File: src/rtl/mem_access_unit_if.sv
// CPU request/response and word-RAM signals of the load/store unit.
// The slave modport is the unit's view; the master modport is the CPU and RAM side.
interface mem_access_unit_if;
  logic        req_valid;
  logic        req_ready;
  logic        req_write;
  logic [2:0]  req_funct3;
  logic [31:0] req_addr;
  logic [31:0] req_wdata;
  logic        rsp_valid;
  logic [31:0] rsp_rdata;
  logic        rsp_err;
  logic [31:0] mem_addr;
  logic        mem_read;
  logic        mem_write;
  logic [31:0] mem_wdata;
  logic [31:0] mem_rdata;

  modport slave (
    input  req_valid, req_write, req_funct3, req_addr, req_wdata, mem_rdata,
    output req_ready, rsp_valid, rsp_rdata, rsp_err,
    output mem_addr, mem_read, mem_write, mem_wdata
  );

  modport master (
    output req_valid, req_write, req_funct3, req_addr, req_wdata, mem_rdata,
    input  req_ready, rsp_valid, rsp_rdata, rsp_err,
    input  mem_addr, mem_read, mem_write, mem_wdata
  );
endinterface

File: src/rtl/mem_access_unit.sv
// Byte/half/word load-store unit in front of a word-wide RAM with 1-cycle read.
// Sub-word stores are done as read-modify-write of the containing word.
module mem_access_unit (
  input  logic             clk,
  input  logic             rst,
  mem_access_unit_if.slave bus
);

  typedef enum logic [2:0] {IDLE, RD_REQ, RD_WAIT, WR, DONE} state_e;

  state_e      state_q, state_d;
  logic        write_q, write_d;
  logic [2:0]  funct3_q, funct3_d;
  logic [31:0] addr_q, addr_d;
  logic [31:0] wdata_q, wdata_d;
  logic [31:0] rdata_q, rdata_d;
  logic        err_q, err_d;

  function automatic logic is_illegal(input logic wr, input logic [2:0] f3,
                                      input logic [1:0] a);
    logic bad;
    bad = 1'b0;
    case (f3)
      3'b000:  bad = 1'b0;
      3'b001:  bad = a[0];
      3'b010:  bad = (a != 2'b00);
      3'b100:  bad = wr;
      3'b101:  bad = wr | a[0];
      default: bad = 1'b1;
    endcase
    return bad;
  endfunction

  function automatic logic [31:0] load_extend(input logic [2:0] f3,
                                              input logic [1:0] a,
                                              input logic [31:0] w);
    logic signed [7:0]  b;
    logic signed [15:0] h;
    logic [31:0]        r;
    b = w[{a, 3'b000} +: 8];
    h = a[1] ? w[31:16] : w[15:0];
    case (f3)
      3'b000:  r = {{24{b[7]}}, b};
      3'b001:  r = {{16{h[15]}}, h};
      3'b100:  r = {24'h0, b};
      3'b101:  r = {16'h0, h};
      default: r = w;
    endcase
    return r;
  endfunction

  // Only B (000) and H (001) stores reach the merge.
  function automatic logic [31:0] merge_store(input logic [2:0] f3,
                                              input logic [1:0] a,
                                              input logic [31:0] w,
                                              input logic [31:0] d);
    logic [31:0] r;
    r = w;
    if (f3[1:0] == 2'b00) r[{a, 3'b000} +: 8] = d[7:0];
    else if (a[1])        r[31:16] = d[15:0];
    else                  r[15:0]  = d[15:0];
    return r;
  endfunction

  always_comb begin
    state_d  = state_q;
    write_d  = write_q;
    funct3_d = funct3_q;
    addr_d   = addr_q;
    wdata_d  = wdata_q;
    rdata_d  = rdata_q;
    err_d    = err_q;
    case (state_q)
      IDLE: begin
        if (bus.req_valid) begin
          write_d  = bus.req_write;
          funct3_d = bus.req_funct3;
          addr_d   = bus.req_addr;
          wdata_d  = bus.req_wdata;
          if (is_illegal(bus.req_write, bus.req_funct3, bus.req_addr[1:0])) begin
            rdata_d = 32'h0;
            err_d   = 1'b1;
            state_d = DONE;
          end else if (bus.req_write && bus.req_funct3 == 3'b010) begin
            state_d = WR;
          end else begin
            state_d = RD_REQ;
          end
        end
      end
      RD_REQ: state_d = RD_WAIT;
      // Response registers change only on entry to DONE so they hold between responses.
      RD_WAIT: begin
        if (write_q) begin
          wdata_d = merge_store(funct3_q, addr_q[1:0], bus.mem_rdata, wdata_q);
          state_d = WR;
        end else begin
          rdata_d = load_extend(funct3_q, addr_q[1:0], bus.mem_rdata);
          err_d   = 1'b0;
          state_d = DONE;
        end
      end
      WR: begin
        rdata_d = 32'h0;
        err_d   = 1'b0;
        state_d = DONE;
      end
      DONE:    state_d = IDLE;
      default: state_d = IDLE;
    endcase
  end

  always_ff @(posedge clk) begin
    if (rst) begin
      state_q <= IDLE;
      addr_q  <= 32'h0;
      rdata_q <= 32'h0;
      err_q   <= 1'b0;
    end else begin
      state_q <= state_d;
      addr_q  <= addr_d;
      rdata_q <= rdata_d;
      err_q   <= err_d;
    end
  end

  // Request payload is only consumed outside IDLE, so it needs no reset.
  always_ff @(posedge clk) begin
    write_q  <= write_d;
    funct3_q <= funct3_d;
    wdata_q  <= wdata_d;
  end

  assign bus.req_ready = (state_q == IDLE);
  assign bus.rsp_valid = (state_q == DONE);
  assign bus.rsp_rdata = rdata_q;
  assign bus.rsp_err   = err_q;
  assign bus.mem_addr  = {addr_q[31:2], 2'b00};
  assign bus.mem_read  = (state_q == RD_REQ);
  assign bus.mem_write = (state_q == WR);
  assign bus.mem_wdata = (state_q == WR) ? wdata_q : 32'h0;

endmodule

File: src/flat_wrapper.sv
// flat-port wrapper written by rule: the top's interface ports become plain ports
module mem_access_unit_flat 
  (clk, rst, bus_req_valid, bus_req_write, bus_req_funct3, bus_req_addr, bus_req_wdata, bus_mem_rdata, bus_req_ready, bus_rsp_valid, bus_rsp_rdata, bus_rsp_err, bus_mem_addr, bus_mem_read, bus_mem_write, bus_mem_wdata);
  mem_access_unit_if bus_i ();
  input  logic clk;
  input  logic rst;
  input wire logic [$bits(bus_i.req_valid)-1:0] bus_req_valid;
  input wire logic [$bits(bus_i.req_write)-1:0] bus_req_write;
  input wire logic [$bits(bus_i.req_funct3)-1:0] bus_req_funct3;
  input wire logic [$bits(bus_i.req_addr)-1:0] bus_req_addr;
  input wire logic [$bits(bus_i.req_wdata)-1:0] bus_req_wdata;
  input wire logic [$bits(bus_i.mem_rdata)-1:0] bus_mem_rdata;
  output wire logic [$bits(bus_i.req_ready)-1:0] bus_req_ready;
  output wire logic [$bits(bus_i.rsp_valid)-1:0] bus_rsp_valid;
  output wire logic [$bits(bus_i.rsp_rdata)-1:0] bus_rsp_rdata;
  output wire logic [$bits(bus_i.rsp_err)-1:0] bus_rsp_err;
  output wire logic [$bits(bus_i.mem_addr)-1:0] bus_mem_addr;
  output wire logic [$bits(bus_i.mem_read)-1:0] bus_mem_read;
  output wire logic [$bits(bus_i.mem_write)-1:0] bus_mem_write;
  output wire logic [$bits(bus_i.mem_wdata)-1:0] bus_mem_wdata;
  assign bus_i.req_valid = bus_req_valid;
  assign bus_i.req_write = bus_req_write;
  assign bus_i.req_funct3 = bus_req_funct3;
  assign bus_i.req_addr = bus_req_addr;
  assign bus_i.req_wdata = bus_req_wdata;
  assign bus_i.mem_rdata = bus_mem_rdata;
  assign bus_req_ready = bus_i.req_ready;
  assign bus_rsp_valid = bus_i.rsp_valid;
  assign bus_rsp_rdata = bus_i.rsp_rdata;
  assign bus_rsp_err = bus_i.rsp_err;
  assign bus_mem_addr = bus_i.mem_addr;
  assign bus_mem_read = bus_i.mem_read;
  assign bus_mem_write = bus_i.mem_write;
  assign bus_mem_wdata = bus_i.mem_wdata;
  mem_access_unit u_core (.clk(clk), .rst(rst), .bus(bus_i));
endmodule
File: config.mk
export PLATFORM = sky130hd
export DESIGN_NAME = mem_access_unit_flat
export DESIGN_NICKNAME = d
export VERILOG_FILES = /design/src/rtl/mem_access_unit_if.sv /design/src/rtl/mem_access_unit.sv /design/src/flat_wrapper.sv
export SDC_FILE = /design/constraint.sdc
export NUM_CORES = 1
export LEC_CHECK = 0
export CAP_MARGIN = 25
export CORE_ASPECT_RATIO = 1.4
export CORE_MARGIN = 10
export CORE_UTILIZATION = 41
export DETAILED_ROUTE_END_ITERATION = 8
export GPL_TIMING_DRIVEN = 0
export HOLD_SLACK_MARGIN = 0.08
export PLACE_DENSITY = 0.81
export SLEW_MARGIN = 20
export SYNTH_ARGS = -nofsm -noshare
export SYNTH_HDL_FRONTEND = slang
export SYNTH_SLANG_ARGS = --single-unit
File: constraint.sdc
create_clock -name clk -period 2.85 [get_ports clk]
set_clock_uncertainty 0.2 [all_clocks]
set_input_delay 0.285 -clock clk [delete_from_list [all_inputs] [get_ports clk]]
set_output_delay 0.285 -clock clk [all_outputs]
set_load 0.05 [all_outputs]
==> impl_metrics.yaml <==
detailed_routing:
  drt_first_pass_iters: 5
  ant_nets: 0
  post-route-drc-count: 0
  routed_via_density: 5.354
  wl_per_cell_um: 19.83
  routed_wl_um: 19580
  vias: 5284
  drtIter0Drc: 309
place:
  gp_congestion: 0.9075
  dp.cells: 971
  place_hpwl_um: 15370
  port_buffers: 201
setup_path:
  ff2ff_path_depth: 7
  r2r_setup_slack_ns: 0.13
  r2r_start: "u_core.addr_q[1]$_SDFFE_PP0P_"
  crit_family: "buffers and inverters"
  critical_path_arrival_ns: 2.26
  crit_required_ns: 2.37
  reg2reg_to: "u_core.wdata_q[20]$_DFFE_PP_"
  path_cells: "buf_4 -> and3b_1 -> clkbuf_1 -> and2_1 -> clkdlybuf4s15_1"
  path_buf_inv: 3
  cp-end-kind: "output port"
  max_stage_delay_ns: 0.51
  startpoint_type: "register"
  path_max_fanout: 10
  crit_type: "reg2out"
  crit_slowest_cell: "clkdlybuf4s15_1"
clocking:
  htreeDepth: 3
  clock_path_buffers: 2
  post_cts_buffers: 0
  cts_sinks: 104
  cts_buffers: 9
  clock_latency_ns: 0.34
  clockRootBuffer: "clkbuf_16"
  clk_pin_slew_worst_paths_ns: 0.07
  cts_tree: "yes"
timing:
  worst_pin_slew_ns: 0.8465
  setup_viol: 0
  tns_ns: 0
  timing.final.max_slew_violations: 0
  period_minus_slack_ns: 2.741
  fmax_mhz: 364.9
  finalCritPeriodShare: 0.9616
  rsz0062_at_grt: "no"
  final-hold-violation-count: 0
  relSlewSlack: 0.4295
finish:
  diodes: 0
  regArea_um2: 2442
  stdcell_count: 987
  layout_common_cells: "171 x clkdlybuf4s50_1, 87 x nand2_1, 68 x dfxtp_1, 58 x a21oi_1, 37 x nor2_1"
  multi_input_area_um2: 2625
  syn_to_final_growth_pct: 46.62
  layout-drive-gt1-share: 0.1267
  mostFrequentLayoutCell: "clkdlybuf4s50_1"
  fill_cells: 1156
  utilization: 0.6097
  fin_nets: 908
floorplanning:
  pin_count: 204
  initial_core_util: 0.4158
  placementRows: 50
  die_area_um2: 18560
  dieWidth_um: 118.0
  core_um2: 13260
  chipHeight_um: 157.2
grt:
  use_met1: 0.2170
  grt_pass1_vias: 5306
  top_usage_layer: "met2"
  antenna_found_initial: 0
  grt_pass1_wl_um: 29530
  grt_usage: 0.2003
  grt_max_degree: 17
  met2_usage: 0.3649
  gr-usage-met3: 0.04733
  grt-ovfl-total: 0
synthesis:
  syn_inst: 587
  yosysSeqAreaShare: 0.4428
  synth_ff_type: "dfxtp_1"
  synth_edf_count: 36
  yosys_register_bits: 104
  syn-cell-area_um2: 5515
  synth_area_leaders: "dfxtp_1 25%, edfxtp_1 20%, nand2_1 5.9%"
  avgSynthCellArea_um2: 9.396
  ys_warn_count: 0
  async_flop_share: 0
  synth.top_cell.area_share: 0.2468
  synth_area_leader_cell: "dfxtp_1"
  ys_types: 58
hold_path:
  hold_end: "u_core.addr_q[6]$_SDFFE_PP0P_"
  holdPathStages: 2
  hold_class: "reg2reg"
  min_from: "u_core.addr_q[6]$_SDFFE_PP0P_"
run_status:
  status: "completed"
power:
  cellLeakagePower_nw: 3.010
  pwr_density_cell_nw_per_um2: 499.9
  ir_worst_vdd_v: 0.0003473
job:
  maxCapViolCount: 0
[synth_stat cells (8+ instances only)]
master,instances
a221oi_1,24
dfxtp_1,68
and2_1,33
edfxtp_1,36
buf_2,10
o2bb2ai_2,10
nor2b_1,16
nand2b_1,9
nand2_1,87
buf_4,33
o2bb2ai_1,10
o31ai_1,8
a211oi_1,11
clkbuf_1,29
a22o_1,16
nor2_1,37
a21oi_1,58
[through the flow]
step	area, um^2	setup slack, ns	total power [mW]	hold slack, ns
2_1_floorplan	5519	0.09567	2.215	0.1839
3_3_place_gp	7759	-0.6571	2.558	0.2429
3_5_place_dp	7759	-0.3447	2.572	0.2466
4_1_cts	8087	0.03087	4.049	0.2569
5_1_grt	8087	0.0003184	4.184	0.2669
6_report	8087	0.1095	4.043	0.2547
[routing by layer]
| layer | routed length, um | vias to the layer above |
|---|---|---|
| met2 | 10170 | 265 |
| met4 | 626 | 0 |
| li1 | - | 2519 |
| met5 | 0 | - |
| met3 | 1495 | 45 |
| met1 | 7282 | 2455 |
[cell type report]
type | instances | share of cell area
multi-input combinational | 402 | 0.3246
sequential | 104 | 0.3020
clock buffer | 10 | 0.02832
inverter | 8 | 0.004332
clock inverter | 6 | 0.01625
timing repair buffer | 201 | 0.2432
buffer | 74 | 0.05307
tap | 182 | 0.02816
[cells by family after synthesis]
group | synth area share
and+or+nand+nor | 0.1906
other | 0.0006799
AOI/OAI and AO/OA | 0.2434
adders and majority gates | 0.01134
buffers and inverters | 0.08416
DFF | 0.4428
muxes | 0.02700
[worst max path at each step]
stage | startpoint | endpoint | slack (ns) | depth (start not counted)
after floorplan | u_core.state_q[0]$_SDFFE_PP0P_ | u_core.wdata_q[0]$_DFFE_PP_ | 0.1 | 5
after global placement | u_core.addr_q[1]$_SDFFE_PP0P_ | u_core.wdata_q[6]$_DFFE_PP_ | -0.66 | 7
after detailed placement | u_core.addr_q[1]$_SDFFE_PP0P_ | u_core.wdata_q[7]$_DFFE_PP_ | -0.34 | 7
after CTS | u_core.addr_q[1]$_SDFFE_PP0P_ | u_core.wdata_q[5]$_DFFE_PP_ | 0.03 | 7
after global routing | u_core.state_q[0]$_SDFFE_PP0P_ | bus_mem_wdata[23] | 0.0003 | 5
final | u_core.state_q[1]$_SDFFE_PP0P_ | bus_mem_wdata[2] | 0.11 | 5
[where the power goes]
part	switching [mW]	total (mW)	internal, mW
combinational	0.500	0.864	0.364
sequential	0.0542	1.69	1.63
clock	0.545	1.49	0.945
total	1.10	4.04	2.94
[sequential cells by signal, summed over array words and instances (netlist names)]
register and count:
u_core.addr_q 32, u_core.bus.rsp_err 1, u_core.wdata_q 32, u_core.bus.rsp_rdata 32, u_core.funct3_q 3, u_core.write_q 1
u_core.state_q 3
[worst reg2reg max path, cell delays in order, from the launching register on]
cell and delay [ns]:
dfxtp_1 0.35, buf_2 0.22, inv_1 0.19, ha_1 0.27, nand2b_1 0.20, o41ai_2 0.69, a221oi_1 0.30, nor2_1 0.15
[what timing repair did]
action,CTS,global route
endpoints found under the setup margin,38,30
endpoints found under the hold margin,0,0
hold buffers,0,0
resized for setup,32,30
cloned,0,0
Note: power is estimated with default switching activity, not from simulation.
